<file path="src/rtl/mem_arb_pkg.sv">
// Shared types and defaults for the two-master memory bus arbiter.
// Optional lock-timeout feature is enabled by defining ARB_LOCK_TIMEOUT_EN.
package mem_arb_pkg;

    // Default widths of the Memory address and data buses
    localparam int ADDR_W_DEF = 16;
    localparam int DATA_W_DEF = 16;

    // Default cap on consecutive locked cycles while the other master waits
    localparam int LOCK_MAX_DEF = 15;

    // Base of the 16 memory-mapped registers decoded inside Memory
    localparam logic [15:0] MMIO_BASE = 16'h1FF0;

    // Bus ownership states; grants are decoded straight from these
    typedef enum logic [1:0] {
        IDLE  = 2'd0,
        OWN_A = 2'd1,
        OWN_B = 2'd2
    } arb_state_t;

endpackage

</file>
<file path="src/rtl/mem_arb_port_mux.sv">
// Selects the owning master's request, write enable, address and write
// data onto the single Memory port based on the arbiter state.
// Everything not owned (or owned but idle) drives zeros so Memory
// never sees a stale address or a spurious load.
module mem_arb_port_mux
    import mem_arb_pkg::*;
#(
    parameter int ADDR_W = ADDR_W_DEF,
    parameter int DATA_W = DATA_W_DEF
) (
    input  arb_state_t        state,
    input  logic              a_req,
    input  logic              a_we,
    input  logic [ADDR_W-1:0] a_addr,
    input  logic [DATA_W-1:0] a_wdata,
    input  logic              b_req,
    input  logic              b_we,
    input  logic [ADDR_W-1:0] b_addr,
    input  logic [DATA_W-1:0] b_wdata,
    output logic              sel_req,
    output logic              sel_we,
    output logic [ADDR_W-1:0] mem_address,
    output logic              mem_load,
    output logic [DATA_W-1:0] mem_in
);

    // Route the owner's access to Memory only while it is actually requesting
    always_comb begin
        sel_req     = 1'b0;
        sel_we      = 1'b0;
        mem_address = '0;
        mem_in      = '0;
        case (state)
            OWN_A: begin
                sel_req = a_req;
                sel_we  = a_we;
                if (a_req) begin
                    mem_address = a_addr;
                    mem_in      = a_wdata;
                end
            end
            OWN_B: begin
                sel_req = b_req;
                sel_we  = b_we;
                if (b_req) begin
                    mem_address = b_addr;
                    mem_in      = b_wdata;
                end
            end
            default: begin
            end
        endcase
        mem_load = sel_req & sel_we;
    end

endmodule

</file>
<file path="src/rtl/mem_bus_arbiter.sv">
// Two-master arbiter for the single Memory port: master A (CPU data port)
// and master B (DMA / I/O engine). Round-robin between contending masters,
// optional bus lock for bursts, registered read-data return per master.
// Define ARB_LOCK_TIMEOUT_EN to bound how long a lock may starve the other
// master (LOCK_MAX cycles) and pulse lock_abort on the forced handoff.
module mem_bus_arbiter
    import mem_arb_pkg::*;
#(
    parameter int ADDR_W   = ADDR_W_DEF,
    parameter int DATA_W   = DATA_W_DEF,
    parameter int LOCK_MAX = LOCK_MAX_DEF
) (
    input  logic              clk,
    input  logic              rst_n,
    input  logic              a_req,
    input  logic              a_we,
    input  logic              a_lock,
    input  logic [ADDR_W-1:0] a_addr,
    input  logic [DATA_W-1:0] a_wdata,
    output logic              a_gnt,
    output logic              a_rvalid,
    output logic [DATA_W-1:0] a_rdata,
    input  logic              b_req,
    input  logic              b_we,
    input  logic              b_lock,
    input  logic [ADDR_W-1:0] b_addr,
    input  logic [DATA_W-1:0] b_wdata,
    output logic              b_gnt,
    output logic              b_rvalid,
    output logic [DATA_W-1:0] b_rdata,
    output logic [ADDR_W-1:0] mem_address,
    output logic              mem_load,
    output logic [DATA_W-1:0] mem_in,
    input  logic [DATA_W-1:0] mem_out,
    output logic              lock_abort
);

    if (LOCK_MAX < 1) begin : g_lock_max_check
        $error("mem_bus_arbiter: LOCK_MAX must be at least 1");
    end

    arb_state_t state;
    arb_state_t state_nxt;
    logic       favour_b;
    logic       sel_req;
    logic       sel_we;
    logic       force_handoff;
    logic       a_read;
    logic       b_read;

    mem_arb_port_mux #(
        .ADDR_W (ADDR_W),
        .DATA_W (DATA_W)
    ) u_port_mux (
        .state       (state),
        .a_req       (a_req),
        .a_we        (a_we),
        .a_addr      (a_addr),
        .a_wdata     (a_wdata),
        .b_req       (b_req),
        .b_we        (b_we),
        .b_addr      (b_addr),
        .b_wdata     (b_wdata),
        .sel_req     (sel_req),
        .sel_we      (sel_we),
        .mem_address (mem_address),
        .mem_load    (mem_load),
        .mem_in      (mem_in)
    );

    assign a_gnt  = (state == OWN_A);
    assign b_gnt  = (state == OWN_B);
    assign a_read = (state == OWN_A) && sel_req && !sel_we;
    assign b_read = (state == OWN_B) && sel_req && !sel_we;

`ifdef ARB_LOCK_TIMEOUT_EN
    localparam int CNT_W = ($clog2(LOCK_MAX + 1) > 4) ? $clog2(LOCK_MAX + 1) : 4;

    logic [CNT_W-1:0] lock_cnt;
    logic             locked_wait;

    // A locked, still-requesting owner is holding off the other master
    always_comb begin
        locked_wait = 1'b0;
        case (state)
            OWN_A:   locked_wait = a_req & a_lock & b_req;
            OWN_B:   locked_wait = b_req & b_lock & a_req;
            default: locked_wait = 1'b0;
        endcase
    end

    // The LOCK_MAX-th consecutive locked cycle is the last one the owner gets
    assign force_handoff = locked_wait && (lock_cnt == CNT_W'(LOCK_MAX - 1));

    // Count locked cycles; any ownership change or idle waiter restarts it
    always_ff @(posedge clk or negedge rst_n) begin
        if (!rst_n) begin
            lock_cnt <= '0;
        end else if ((state_nxt != state) || !locked_wait) begin
            lock_cnt <= '0;
        end else begin
            lock_cnt <= lock_cnt + 1'b1;
        end
    end

    // Flag the first cycle of a grant that was taken away from a lock holder
    always_ff @(posedge clk or negedge rst_n) begin
        if (!rst_n) begin
            lock_abort <= 1'b0;
        end else begin
            lock_abort <= force_handoff;
        end
    end
`else
    assign force_handoff = 1'b0;
    assign lock_abort    = 1'b0;
`endif

    // Ownership register; reset drops grants and mem_load immediately
    always_ff @(posedge clk or negedge rst_n) begin
        if (!rst_n) begin
            state <= IDLE;
        end else begin
            state <= state_nxt;
        end
    end

    // Next owner: keep a locked or uncontested owner, otherwise hand over directly
    always_comb begin
        state_nxt = state;
        case (state)
            IDLE: begin
                if (a_req && b_req) begin
                    state_nxt = favour_b ? OWN_B : OWN_A;
                end else if (a_req) begin
                    state_nxt = OWN_A;
                end else if (b_req) begin
                    state_nxt = OWN_B;
                end else begin
                    state_nxt = IDLE;
                end
            end
            OWN_A: begin
                if (a_req && (a_lock || !b_req) && !force_handoff) begin
                    state_nxt = OWN_A;
                end else if (b_req) begin
                    state_nxt = OWN_B;
                end else begin
                    state_nxt = IDLE;
                end
            end
            OWN_B: begin
                if (b_req && (b_lock || !a_req) && !force_handoff) begin
                    state_nxt = OWN_B;
                end else if (a_req) begin
                    state_nxt = OWN_A;
                end else begin
                    state_nxt = IDLE;
                end
            end
            default: state_nxt = IDLE;
        endcase
    end

    // Remember who was served last so a tie from IDLE goes to the other one
    always_ff @(posedge clk or negedge rst_n) begin
        if (!rst_n) begin
            favour_b <= 1'b0;
        end else if (state_nxt != state) begin
            if (state == OWN_A) begin
                favour_b <= 1'b1;
            end else if (state == OWN_B) begin
                favour_b <= 1'b0;
            end
        end
    end

    // Capture Memory's combinational read data at the end of A's read cycle
    always_ff @(posedge clk or negedge rst_n) begin
        if (!rst_n) begin
            a_rvalid <= 1'b0;
            a_rdata  <= '0;
        end else begin
            a_rvalid <= a_read;
            if (a_read) begin
                a_rdata <= mem_out;
            end
        end
    end

    // Capture Memory's combinational read data at the end of B's read cycle
    always_ff @(posedge clk or negedge rst_n) begin
        if (!rst_n) begin
            b_rvalid <= 1'b0;
            b_rdata  <= '0;
        end else begin
            b_rvalid <= b_read;
            if (b_read) begin
                b_rdata <= mem_out;
            end
        end
    end

endmodule

</file>
<file path="config.mk">
export PLATFORM = sky130hd
export DESIGN_NAME = mem_bus_arbiter
export DESIGN_NICKNAME = d
export VERILOG_FILES = /design/src/rtl/mem_arb_pkg.sv /design/src/rtl/mem_arb_port_mux.sv /design/src/rtl/mem_bus_arbiter.sv
export SDC_FILE = /design/constraint.sdc
export NUM_CORES = 1
export LEC_CHECK = 0
export CORE_ASPECT_RATIO = 0.8
export CORE_UTILIZATION = 35
export CTS_BUF_LIST = sky130_fd_sc_hd__clkbuf_4 sky130_fd_sc_hd__clkbuf_8 sky130_fd_sc_hd__clkbuf_16
export DETAILED_ROUTE_END_ITERATION = 6
export PLACE_DENSITY = 0.82
export SYNTH_ARGS = -nofsm -noshare
export SYNTH_HDL_FRONTEND = slang
export SYNTH_HIERARCHICAL = 1
export SYNTH_SLANG_ARGS = --single-unit
</file>
<file path="constraint.sdc">
create_clock -name clk -period 2.9 [get_ports clk]
set_clock_uncertainty 0.2 [all_clocks]
set_input_delay 0.58 -clock clk [delete_from_list [all_inputs] [get_ports clk]]
set_output_delay 0.58 -clock clk [all_outputs]
set_load 0.005 [all_outputs]
</file>
# ---- Word level (Yosys, flattened, before mapping)
# Index checks and enable logic that the tools add are counted.
dict set report op_classes {
  muxes 18
  bitwise 1
  n_eq_ne 3
  n_reduce_logical 15
}
# operator n
set op_table {}
lappend op_table {{$mux 16} 4}
lappend op_table {{$pmux 16 s2} 2}
lappend op_table {{$mux 2} 6}
lappend op_table {{$logic_and 1x1->1} 7}
lappend op_table {{$pmux 2 s3} 1}
lappend op_table {{$pmux 1 s2} 2}
lappend op_table {{$logic_not 1->1} 3}
lappend op_table {{$mux 1} 3}
lappend op_table {{$eq 2x1->1 const B} 1}
lappend op_table {{$eq 2x2->1 const B} 1}
lappend op_table {{$logic_not 2->1} 1}
lappend op_table {{$logic_or 1x1->1} 2}
lappend op_table {{$ne 2x2->1} 1}
lappend op_table {{$reduce_and 2->1} 1}
lappend op_table {{$reduce_bool 2->1} 1}
lappend op_table {{$and 1x1->1} 1}
dict set report totals {
  word_cells 43
  regBits 37
}

# ---- Depth between registers and ports, before layout
# Gate-level depths: netlist of run 1.
dict set report logic_depth {
  depth_word 7
  depth_mapped 11
  depth_no_buf 9
}

# ---- Hierarchy
# Netlist of run 1, hierarchy kept.
# module seq_area_each_um2 cells_per_inst instances area_per_inst_um2
set by_module_without_submodules {}
lappend by_module_without_submodules {mem_bus_arbiter 925.9 166 1 1503.9}
lappend by_module_without_submodules {mem_arb_port_mux 0.0 126 1 671.9}

# ---- Worst setup path before layout of run 1
# Ideal clock, no wire load.
dict set report synth_path {
  path_type {register to register}
  from {register state[0]}
  to {register a_rdata[0]}
  setup_slack_ns 0.643
  required_time_ns 2.635
  arrival_time_ns 1.992
  n_path_buf 3
  stages_incl_launch_ff 12
  cell_sequence {dfrtp_1 > inv_1 > ha_1 > buf_2 > buf_2 > a21oi_1 > nor2b_1 > nand2_1 > clkinv_1 > buf_1 > nand2_1 > nand2_1}
}
dict set report synth_between {
  elab_chain_cells 4
}
# element line
set synth_lines {}
lappend synth_lines {{from (decl)} mem_bus_arbiter.sv:42} ;# arb_state_t state;
lappend synth_lines {{from (signal assigned)} mem_bus_arbiter.sv:124} ;# state <= state_nxt;
lappend synth_lines {{$eq 2x2->1 or $eq 2x1->1 (tied branches)} mem_arb_port_mux.sv:33} ;# case (state)
lappend synth_lines {{$pmux 1 s2 *} mem_arb_port_mux.sv:33}
lappend synth_lines {{via sel_req} mem_bus_arbiter.sv:45} ;# logic sel_req;
lappend synth_lines {{$logic_and 1x1->1 * (2 in series)} mem_bus_arbiter.sv:73} ;# assign a_read = (state == OWN_A) && sel_req && !sel_we;
lappend synth_lines {{via a_read} mem_bus_arbiter.sv:48} ;# logic a_read;
lappend synth_lines {{to (signal assigned)} mem_bus_arbiter.sv:186} ;# a_rdata <= mem_out;
lappend synth_lines {{to (decl)} mem_bus_arbiter.sv:22} ;# output logic [DATA_W-1:0] a_rdata,
# The timed path passes the listed nets; every way through them passes the cells marked *.
# A chain may end at the register's enable or synchronous reset.

# ---- Final worst setup path of run 1
dict set report layout_path {
  from {register state[0]}
  to {output mem_load}
}
dict set report layout_between {
  elab_chain_cells 3
}
# element line
set layout_lines {}
lappend layout_lines {{$eq 2x2->1 or $eq 2x1->1 (tied branches)} mem_arb_port_mux.sv:33}
lappend layout_lines {{$pmux 1 s2} mem_arb_port_mux.sv:33}
lappend layout_lines {{$and 1x1->1 *} mem_arb_port_mux.sv:53} ;# mem_load = sel_req & sel_we;
lappend layout_lines {{to (decl)} mem_bus_arbiter.sv:32} ;# output logic mem_load,
# Mark *: on every way between the ends. The rest lies on a longest branch, timed or not.

==> results of run 1 <==
==> final cells by class <==
type | count | area, sq um
clock inverters | 2 | 10.0
flip-flops and latches | 37 | 927
multi-input cells | 221 | 1080
inverters | 10 | 37.5
fillers | 498 | 1970
well taps | 81 | 101
clock buffers | 6 | 76.3
repair buffers | 169 | 1740
==> where the power goes <==
group	internal (W)	switching, W
registers	0.000737	0.000137
logic	0.000919	0.000767
clock network	0.000176	0.000181
total	0.00183	0.00108
==> worst max-delay path, cell delays in order (launching register included) <==
cell and delay [ns]:
dfrtp_2 0.45, inv_1 0.07, ha_2 0.27, buf_4 0.19
a211oi_1 0.18, clkdlybuf4s50_1 0.55
==> cell usage in the layout, fill, tap and decap left out <==
cell type | Yosys | final
clkdlybuf4s50_1 | 0 | 152
nand2_1 | 101 | 101
nand3_1 | 64 | 64
dfrtp_1 | 37 | 36
a21oi_1 | 33 | 33
inv_1 | 8 | 8
buf_4 | 8 | 7
ha_1 | 7 | 6
clkbuf_8 | 0 | 5
buf_12 | 0 | 3
a22oi_1 | 2 | 2
o21ai_1 | 2 | 2
o21ai_0 | 2 | 2
clkinv_1 | 2 | 2
xnor2_1 | 2 | 2
clkinv_2 | 0 | 2
dlymetal6s2s_1 | 0 | 2
a311oi_2 | 1 | 1
a222oi_1 | 1 | 1
a211oi_2 | 1 | 1
nor2b_1 | 1 | 1
mux2_1 | 1 | 1
conb_1 | 1 | 1
clkbuf_4 | 1 | 1
bufbuf_16 | 0 | 1
clkbuf_16 | 0 | 1
dlygate4sd2_1 | 0 | 1
buf_2 | 11 | 1
dfrtp_2 | 0 | 1
nor2_1 | 1 | 1
a211oi_1 | 1 | 1
ha_2 | 0 | 1
buf_6 | 0 | 1
==> routing by layer <==
layer / GRT usage [%] / part of all wire, %
met1: 30.7 / 43
met2: 40.8 / 47
met3: 7.97 / 8.9
met4: 4.48 / 0.93
met5: 0 / 0
==> cell usage after synthesis <==
master / count
nand2_1: 101
nand3_1: 64
dfrtp_1: 37
a21oi_1: 33
buf_2: 11
buf_4: 8
inv_1: 8
ha_1: 7
a22oi_1: 2
buf_1: 2
clkbuf_1: 2
clkinv_1: 2
o21ai_0: 2
o21ai_1: 2
xnor2_1: 2
a211oi_1: 1
a211oi_2: 1
a222oi_1: 1
a311oi_2: 1
clkbuf_4: 1
conb_1: 1
mux2_1: 1
nor2_1: 1
nor2b_1: 1
==> kinds of logic after synthesis <==
logic type,count (synthesis),share of synthesized area (%)
buf+inv,34,8.05
fa+ha+maj,7,4.03
simple gates,167,32.6
xor+xnor,2,0.805
flops,37,42.6
other cells,1,0.172
mux,1,0.518
compound gates,43,11.3
==> per-stage QoR <==
step,TNS (ns),instance area [sq um]
2_1_floorplan,0,2180
3_3_place_gp,-0.00956,3820
3_5_place_dp,-0.0230,3820
4_1_cts,0,3930
5_1_grt,0,3970
6_report,0,3970
==> what timing repair did <==
action | in CTS | in global routing
cloned | 1 | 1
pin swaps | 0 | 0
endpoints found under the setup margin | 1 | 32
gates resized for setup | 1 | 5
hold endpoints to repair | 0 | 0
==> worst paths after layout <==
check / from / endpoint / depth (start not counted)
max: state[0]$_DFF_PN0_ / mem_load / 5
min: rst_n / b_rdata[11]$_DFFE_PN0P_ / 1
max reg2reg: state[0]$_DFF_PN0_ / a_rdata[12]$_DFFE_PN0P_ / 9
min reg2reg: b_rdata[5]$_DFFE_PN0P_ / b_rdata[5]$_DFFE_PN0P_ / 2
max in group asynchronous: rst_n / state[0]$_DFF_PN0_ / 1
min in group clk: b_rdata[5]$_DFFE_PN0P_ / b_rdata[5]$_DFFE_PN0P_ / 2
==> state kept, by name, summed over array words and instances (netlist names) <==
name      count
a_rvalid      1
favour_b      1
b_rvalid      1
a_rdata      16
state         2
b_rdata      16
==> results.md, run 1 <==
- Setup-failing EPs final: 0
- Fmax achieved: 359 MHz
- Die Footprint: 6540 sq um
- Congestion Overflow GR: 0
- Power per cell area: 735 nW/um^2
- Antenna Nets Post-Route: 0
- CP Data Required Time: 2.12 ns
- Worst Tran Pin Value: 0.803 ns
- Setup Fix Bufs, Post-CTS: 0
- Final HPWL DP: 5680 um
- Global-route wire length before repair: 12700 um
- Startpoint class of the critical path: flop
- PnR worst setup slack: 0.117 ns
- Area Growth Syn to Fin: 82.5%
- Slew HR: 46.5%
- Power, Total: 0.00292 W
- Die width: 90.2 um
- Clock root cell: clkbuf_8
- P_leak: 1.71 nW
- CTS Hold Bufs: 0
- Critical Path Sink Type: output pin
- Tmin final: 2.78 ns
- Vias in the first global route: 2571
- Share of the synthesized area in the top cell type: 42.6%
- Post-Syn Area: 2180 sq um
- Critical path class: flop to output pin
- Yosys Warn Count: 6
- CTS buffer count: 5
- First-pass iteration count of the detailed router: 4
- IO buf count: 156
- Clock Tree Buf Depth: 2
- Synth area leader: dfrtp_1
- Tot GR Track Use: 24.1%
- Drt first-iter violations: 166
- DR vias: 2654
- Dpl cells: 516
- CTS tree: built
- Cells after Synth: 292
- Synth cell types: 24
- Hold WS: 0.173 ns
- Total routed wirelength: 7990 um
- MaxCap Viol Count: 0
- RSZ-0062 raised after global routing: no
- VDD IR-drop max: 0.495 mV
- Pre-CTS WS: -0.0230 ns
- Register area share after synthesis: 42.6%
- Crit Path Max Fanout: 15
- Final period util: 96.0%
- Non-Filler Instances: 526
- Layout cells sized above 1: 5.84%
- Fin. Hold Viols: 0
- Final nets: 539
- Rows: 25
- Routability congestion estimate: 0.855
- Worst-Skew Late Latency: 0.29 ns
- Post-layout util: 66.8%
- Vias/cell: 5.05
- Status: completed
- Mapped Avg Cell Area: 7.45 sq um
- # IOs: 158
- Chip Height: 72.5 um
- Slew Limit Fails: 0
- Post-Syn Nets: 387
- # DRC: 0
- Arrival @ worst endpoint: 2.00 ns
- Initial antenna violation count: 0
- Antenna diode count: 0
- Clock slew at reported path FFs: 0.07 ns
- Worst Hold Class: input pin to async pin
- Synth top area cells: dfrtp_1 43%, nand2_1 17%, nand3_1 15%
- Largest net degree at the start of global routing: 38
- H-tree Lvls: 2
- Yosys reg bits: 37
- CTS Sinks: 37
- Reg-to-reg slack, setup: 0.59 ns
- WL/cell: 15.2 um
- Core Area: 5940 sq um
- Initial Util: 36.6%
(Power assumes the default switching activity.)
==> run 2: changes to the inputs <==
Settings changed: CORE_MARGIN set to 2.
==> run 2 against run 1 <==
Net effect:
- non-clock buffer count is 1 higher
- via count fell by 1.8%
- critical path type unchanged
- critical endpoint is now mem_in[3]
- die area up 5.0%
- fmax down 0.51%
- sequential share of layout area down 0.16 points
==> results.md, run 2 (synthesized netlist as in run 1, its figures left out) <==
- Crit Path Max Fanout: 31
- IO buf count: 156
- CTS buffer count: 5
- RSZ-0062 raised after global routing: no
- Critical path class: flop to output pin
- # DRC: 0
- Initial antenna violation count: 0
- Arrival @ worst endpoint: 2.02 ns
- WL/cell: 14.8 um
- Total routed wirelength: 7800 um
- Status: completed
- Routability congestion estimate: 0.746
- Dpl cells: 518
- CTS Hold Bufs: 0
- Die width: 92.2 um
- Worst reg2reg path startpoint: state[1]$_DFF_PN0_
- CP Data Required Time: 2.12 ns
- Chip Height: 74.5 um
- Slew HR: 46.5%
- Startpoint class of the critical path: flop
- End point of the critical path: mem_in[3]
- Worst Hold Class: input pin to async pin
- DR vias: 2605
- Slew Limit Fails: 0
- VDD IR-drop max: 0.621 mV
- Antenna diode count: 0
- Post-DP Area: 3830 sq um
- Critical Path Sink Type: output pin
- Die Footprint: 6870 sq um
- Reg2reg end: favour_b$_DFFE_PN0P_
- Non-Filler Instances: 527
- Initial Util: 36.6%
- Final period util: 96.4%
- Area Growth Syn to Fin: 84.0%
- Clock root cell: clkbuf_8
- Most common cell after layout, fill and taps aside: clkdlybuf4s50_1
- Final HPWL DP: 5860 um
- Vias/cell: 4.94
- Largest regs: a_rdata: 16 flops, b_rdata: 16 flops, state: 2 flops
- Vias in the first global route: 2453
- Worst Tran Pin Value: 0.802 ns
- Post-route cell area: 4000 sq um
- Setup crit start: state[1]$_DFF_PN0_
- CTS tree: built
- Clock Tree Buf Depth: 2
- Largest net degree at the start of global routing: 38
- Setup Fix Bufs, Post-CTS: 0
- Fmax achieved: 358 MHz
- Core Area: 5940 sq um
- Antenna Nets Post-Route: 0
- Fin. Hold Viols: 0
- H-tree Lvls: 2
- P_leak: 1.70 nW
- Drt first-iter violations: 81
- Final nets: 540
- Power, Total: 0.00310 W
- Setup-failing EPs final: 0
- Rows: 25
- Worst-Skew Late Latency: 0.29 ns
- Worst reg2reg path depth: 7
- Tmin final: 2.80 ns
- Layout cells sized above 1: 6.50%
- CTS Sinks: 37
- Tot GR Track Use: 21.7%
- # IOs: 158
- Reg-to-reg slack, setup: 0.58 ns
- First-pass iteration count of the detailed router: 4
- Clock slew at reported path FFs: 0.08 ns
- MaxCap Viol Count: 0
- Global-route wire length before repair: 12000 um
- Congestion Overflow GR: 0
- Most frequent cells in the layout: 153 x clkdlybuf4s50_1, 101 x nand2_1, 64 x nand3_1
- Power per cell area: 774 nW/um^2
[run 2: worst min path at each step]
stage                                 from                 endpoint  slack [ns]  cells past startpoint
finish                               rst_n   a_rdata[9]$_DFFE_PN0P_        0.17                      1
global route                         rst_n   a_rdata[9]$_DFFE_PN0P_        0.23                      1
CTS                                  rst_n  b_rdata[14]$_DFFE_PN0P_        0.20                      1
detailed placement  b_rdata[2]$_DFFE_PN0P_   b_rdata[2]$_DFFE_PN0P_        0.26                      2
global placement    a_rdata[9]$_DFFE_PN0P_   a_rdata[9]$_DFFE_PN0P_        0.26                      2
floorplan                            rst_n   a_rdata[0]$_DFFE_PN0P_        0.08                      0
[run 2: power by group]
part | total (W) | switching [W] | internal [W]
Sequential | 0.000880 | 0.000142 | 0.000738
Clock | 0.000535 | 0.000189 | 0.000346
Combinational | 0.00168 | 0.000771 | 0.000914
[run 2: area by class of cell]
| cell class | instances | area, sq um |
|---|---|---|
| inverters | 10 | 37.5 |
| multi-input cells | 221 | 1080 |
| fillers | 498 | 1940 |
| clock buffers | 5 | 68.8 |
| flip-flops and latches | 37 | 928 |
| well taps | 81 | 101 |
| repair buffers | 170 | 1720 |
| clock inverters | 3 | 68.8 |
[run 2: critical path: stages, from the launching register on]
cell and delay [ns]:
dfrtp_2 0.44, inv_1 0.08, ha_1 0.19, buf_12 0.19, nand3_1 0.11, a21oi_1 0.16
clkdlybuf4s50_1 0.55
[run 2: layer usage]
layer / global-route usage (%) / share of wire, % / vias to the layer above
li1: - / - / 1270
met1: 26.8 / 41 / 1207
met2: 37.4 / 48 / 117
met3: 7.80 / 9.5 / 11
met4: 4.81 / 1.3 / 0
met5: 0 / 0 / -
[run 2: stage by stage]
stage	hold WS [ns]	util, %	setup TNS (ns)	worst slack [ns]
global route	0.231	67.4	0	0.0105
finish	0.173	67.4	0	0.103
global placement	0.257	64.5	-0.0104	-0.0104
floorplan	0.0844	-	0	0.643
detailed placement	0.262	64.5	-0.0348	-0.0310
CTS	0.195	66.8	0	0.00444
[run 2: what timing repair did]
item / CTS / global route
gates cloned: 0 / 1
endpoints found under the hold margin: 0 / 0
gates resized for setup: 2 / 4
endpoints found under the setup margin: 2 / 29
pin swaps: 0 / 0
==> run 3: changes to the inputs <==
--- a/config.mk
+++ b/config.mk
@@ -12,3 +12,3 @@
 export DETAILED_ROUTE_END_ITERATION = 6
-export PLACE_DENSITY = 0.82
+export PLACE_DENSITY = 0.93
 export SYNTH_ARGS = -nofsm -noshare
@@ -17 +17,2 @@
 export SYNTH_SLANG_ARGS = --single-unit
+export TNS_END_PERCENT = 5
--- a/constraint.sdc
+++ b/constraint.sdc
@@ -4,2 +4,2 @@
 set_output_delay 0.58 -clock clk [all_outputs]
-set_load 0.005 [all_outputs]
+set_load 0.01 [all_outputs]
==> run 3 against run 2 <==
Net effect:
- non-clock buffer count fell by 3
- sequential power about the same
- core utilization decreased by 0.74 points
- routed wire length increased by 6.4%
- highest routed layer unchanged
- register-to-register slack got worse by 0.03 ns
- clock-buffer cell count is the same
- die area did not move
- first-iteration DRC count rose by 35%
- worst hold slack improved by 0.011 ns
- fmax increased by 3.4%
- setup slack gained 0.092 ns
==> results.md, run 3 (synthesized netlist as in run 1, its figures left out) <==
- Status: completed
- Clock Tree Buf Depth: 2
- Layout cells sized above 1: 5.20%
- VDD IR-drop max: 0.538 mV
- PnR worst setup slack: 0.195 ns
- CP top delay family: buffers and inverters
- Congestion Overflow GR: 0
- Reg-to-reg slack, setup: 0.55 ns
- Clock root cell: clkbuf_8
- Psw: 0.00122 W
- Final period util: 93.3%
- Slew HR: 46.2%
- Rows: 25
- First-pass iteration count of the detailed router: 5
- CP Data Required Time: 2.12 ns
- CTS Sinks: 37
- Crit Path Max Fanout: 35
- FILL cells: 494
- Non-Filler Instances: 523
- Vias in the first global route: 2584
- Most common cell after layout, fill and taps aside: clkdlybuf4s50_1
- Total routed wirelength: 8300 um
- MaxCap Viol Count: 0
- Clock slew at reported path FFs: 0.07 ns
- Hold WS: 0.184 ns
- Pre-CTS WS: -0.0949 ns
- Largest regs: a_rdata: 16 flops, b_rdata: 16 flops, state: 2 flops
- IO buf count: 156
- Largest net degree at the start of global routing: 38
- Critical Path Max Stage Delay: 0.51 ns
- Tot GR Track Use: 22.8%
- Final HPWL DP: 6260 um
- # IOs: 158
- Drt first-iter violations: 109
- Slew Limit Fails: 0
- Post-layout util: 66.6%
- Dpl cells: 516
- # DRC: 0
- WL/cell: 15.9 um
- Internal: 0.00187 W
- Critical Path Sink Type: output pin
- Die width: 92.2 um
- Clock share of power: 13.7%
- Routability congestion estimate: 0.818
- CTS tree: built
- Antenna Nets Post-Route: 0
- Die Footprint: 6870 sq um
- CTS buffer count: 5
- Critical path class: input pin to output pin
- Initial antenna violation count: 0
- Tmin final: 2.70 ns
- Worst path slowest cell: clkdlybuf4s50_1
- Worst reg2reg path depth: 7
- Reg2reg end: favour_b$_DFFE_PN0P_
- DR vias: 2675
- RSZ-0062 raised after global routing: no
- Worst Hold Class: input pin to async pin
- Worst Tran Pin Value: 0.808 ns
- Antenna diode count: 0
- Initial Util: 36.6%
- Startpoint class of the critical path: input pin
- Core Area: 5940 sq um
- Sequential Power Share: 28.5%
- Worst-path cell chain: clkdlybuf4s50_1 -> buf_12 -> nand2_1 -> a211oi_1 -> dlygate4sd2_1
- Power per cell area: 778 nW/um^2
- CP bufs+invs: 3
- Area Growth Syn to Fin: 82.0%
- Worst-Skew Late Latency: 0.28 ns
- H-tree Lvls: 2
- Fin. Hold Viols: 0
- Logic pwr share: 57.8%
- Arrival @ worst endpoint: 1.92 ns
- Setup TNS: 0 ns
- P_leak: 2.11 nW
- Setup-failing EPs final: 0
- CTS Hold Bufs: 0
- Final nets: 537
- Chip Height: 74.5 um
- Vias/cell: 5.11
- Sw Ratio: 39.5%
- Global-route wire length before repair: 12400 um
- Most frequent cells in the layout: 122 x clkdlybuf4s50_1, 101 x nand2_1, 64 x nand3_1
- Worst reg2reg path startpoint: state[1]$_DFF_PN0_
- Fmax achieved: 370 MHz
[run 3: layout make-up]
| type | instances | area, sq um | area share [%] |
|---|---|---|---|
| Sequential cell | 37 | 927 | 23.4 |
| Timing Repair Buffer | 167 | 1710 | 43.3 |
| Clock inverter | 2 | 35.0 | 0.885 |
| Clock buffer | 5 | 68.8 | 1.74 |
| Inverter | 10 | 37.5 | 0.948 |
| Multi-Input combinational cell | 221 | 1080 | 27.2 |
| Tap cell | 81 | 101 | 2.56 |
[run 3: through the flow]
step	instance area (sq um)	total power (W)
floorplan	2180	0.00172
global placement	3800	0.00260
detailed placement	3800	0.00268
CTS	3900	0.00310
global route	3960	0.00328
finish	3960	0.00308
[run 3: metal layers]
layer  up-vias  GRT usage [%]  share of wire, %
li1       1262              -                 -
met2       122           40.2                49
met3        15           8.71                11
met5         -              0                 0
met4         0           5.97               1.5
met1      1276           26.5                38
[run 3: power by group through the flow]
stage               Combinational, W  Sequential, W  Clock, W
global placement             0.00173       0.000866         0
detailed placement           0.00180       0.000884         0
floorplan                   0.000761       0.000959         0
global route                 0.00192       0.000904  0.000459
finish                       0.00178       0.000878  0.000421
CTS                          0.00179       0.000879  0.000431
[run 3: worst max path at each step]
stage          slack [ns]                endpoint  cells after the start               start
2_1_floorplan        0.64  a_rdata[0]$_DFFE_PN0P_                     11  state[0]$_DFF_PN0_
4_1_cts             0.005          mem_address[9]                      5               b_req
6_report             0.20                mem_load                      5               b_req
3_3_place_gp        -0.08                mem_load                      5               b_req
5_1_grt              0.13                mem_load                      5               b_req
3_5_place_dp        -0.09                mem_load                      5               b_req
[run 3: worst register-to-register path: stages (launching register included)]
cell      delay, ns
dfrtp_1        0.43
inv_1          0.12
ha_1           0.28
a222oi_1       0.42
a211oi_2       0.15
xnor2_1        0.15
o21ai_1        0.15
mux2_1         0.34
[run 3: repair_timing]
action | CTS | global route
setup buffers | 0 | 0
gates cloned | 0 | 0
setup endpoints to repair | 30 | 23
resized for setup | 12 | 24
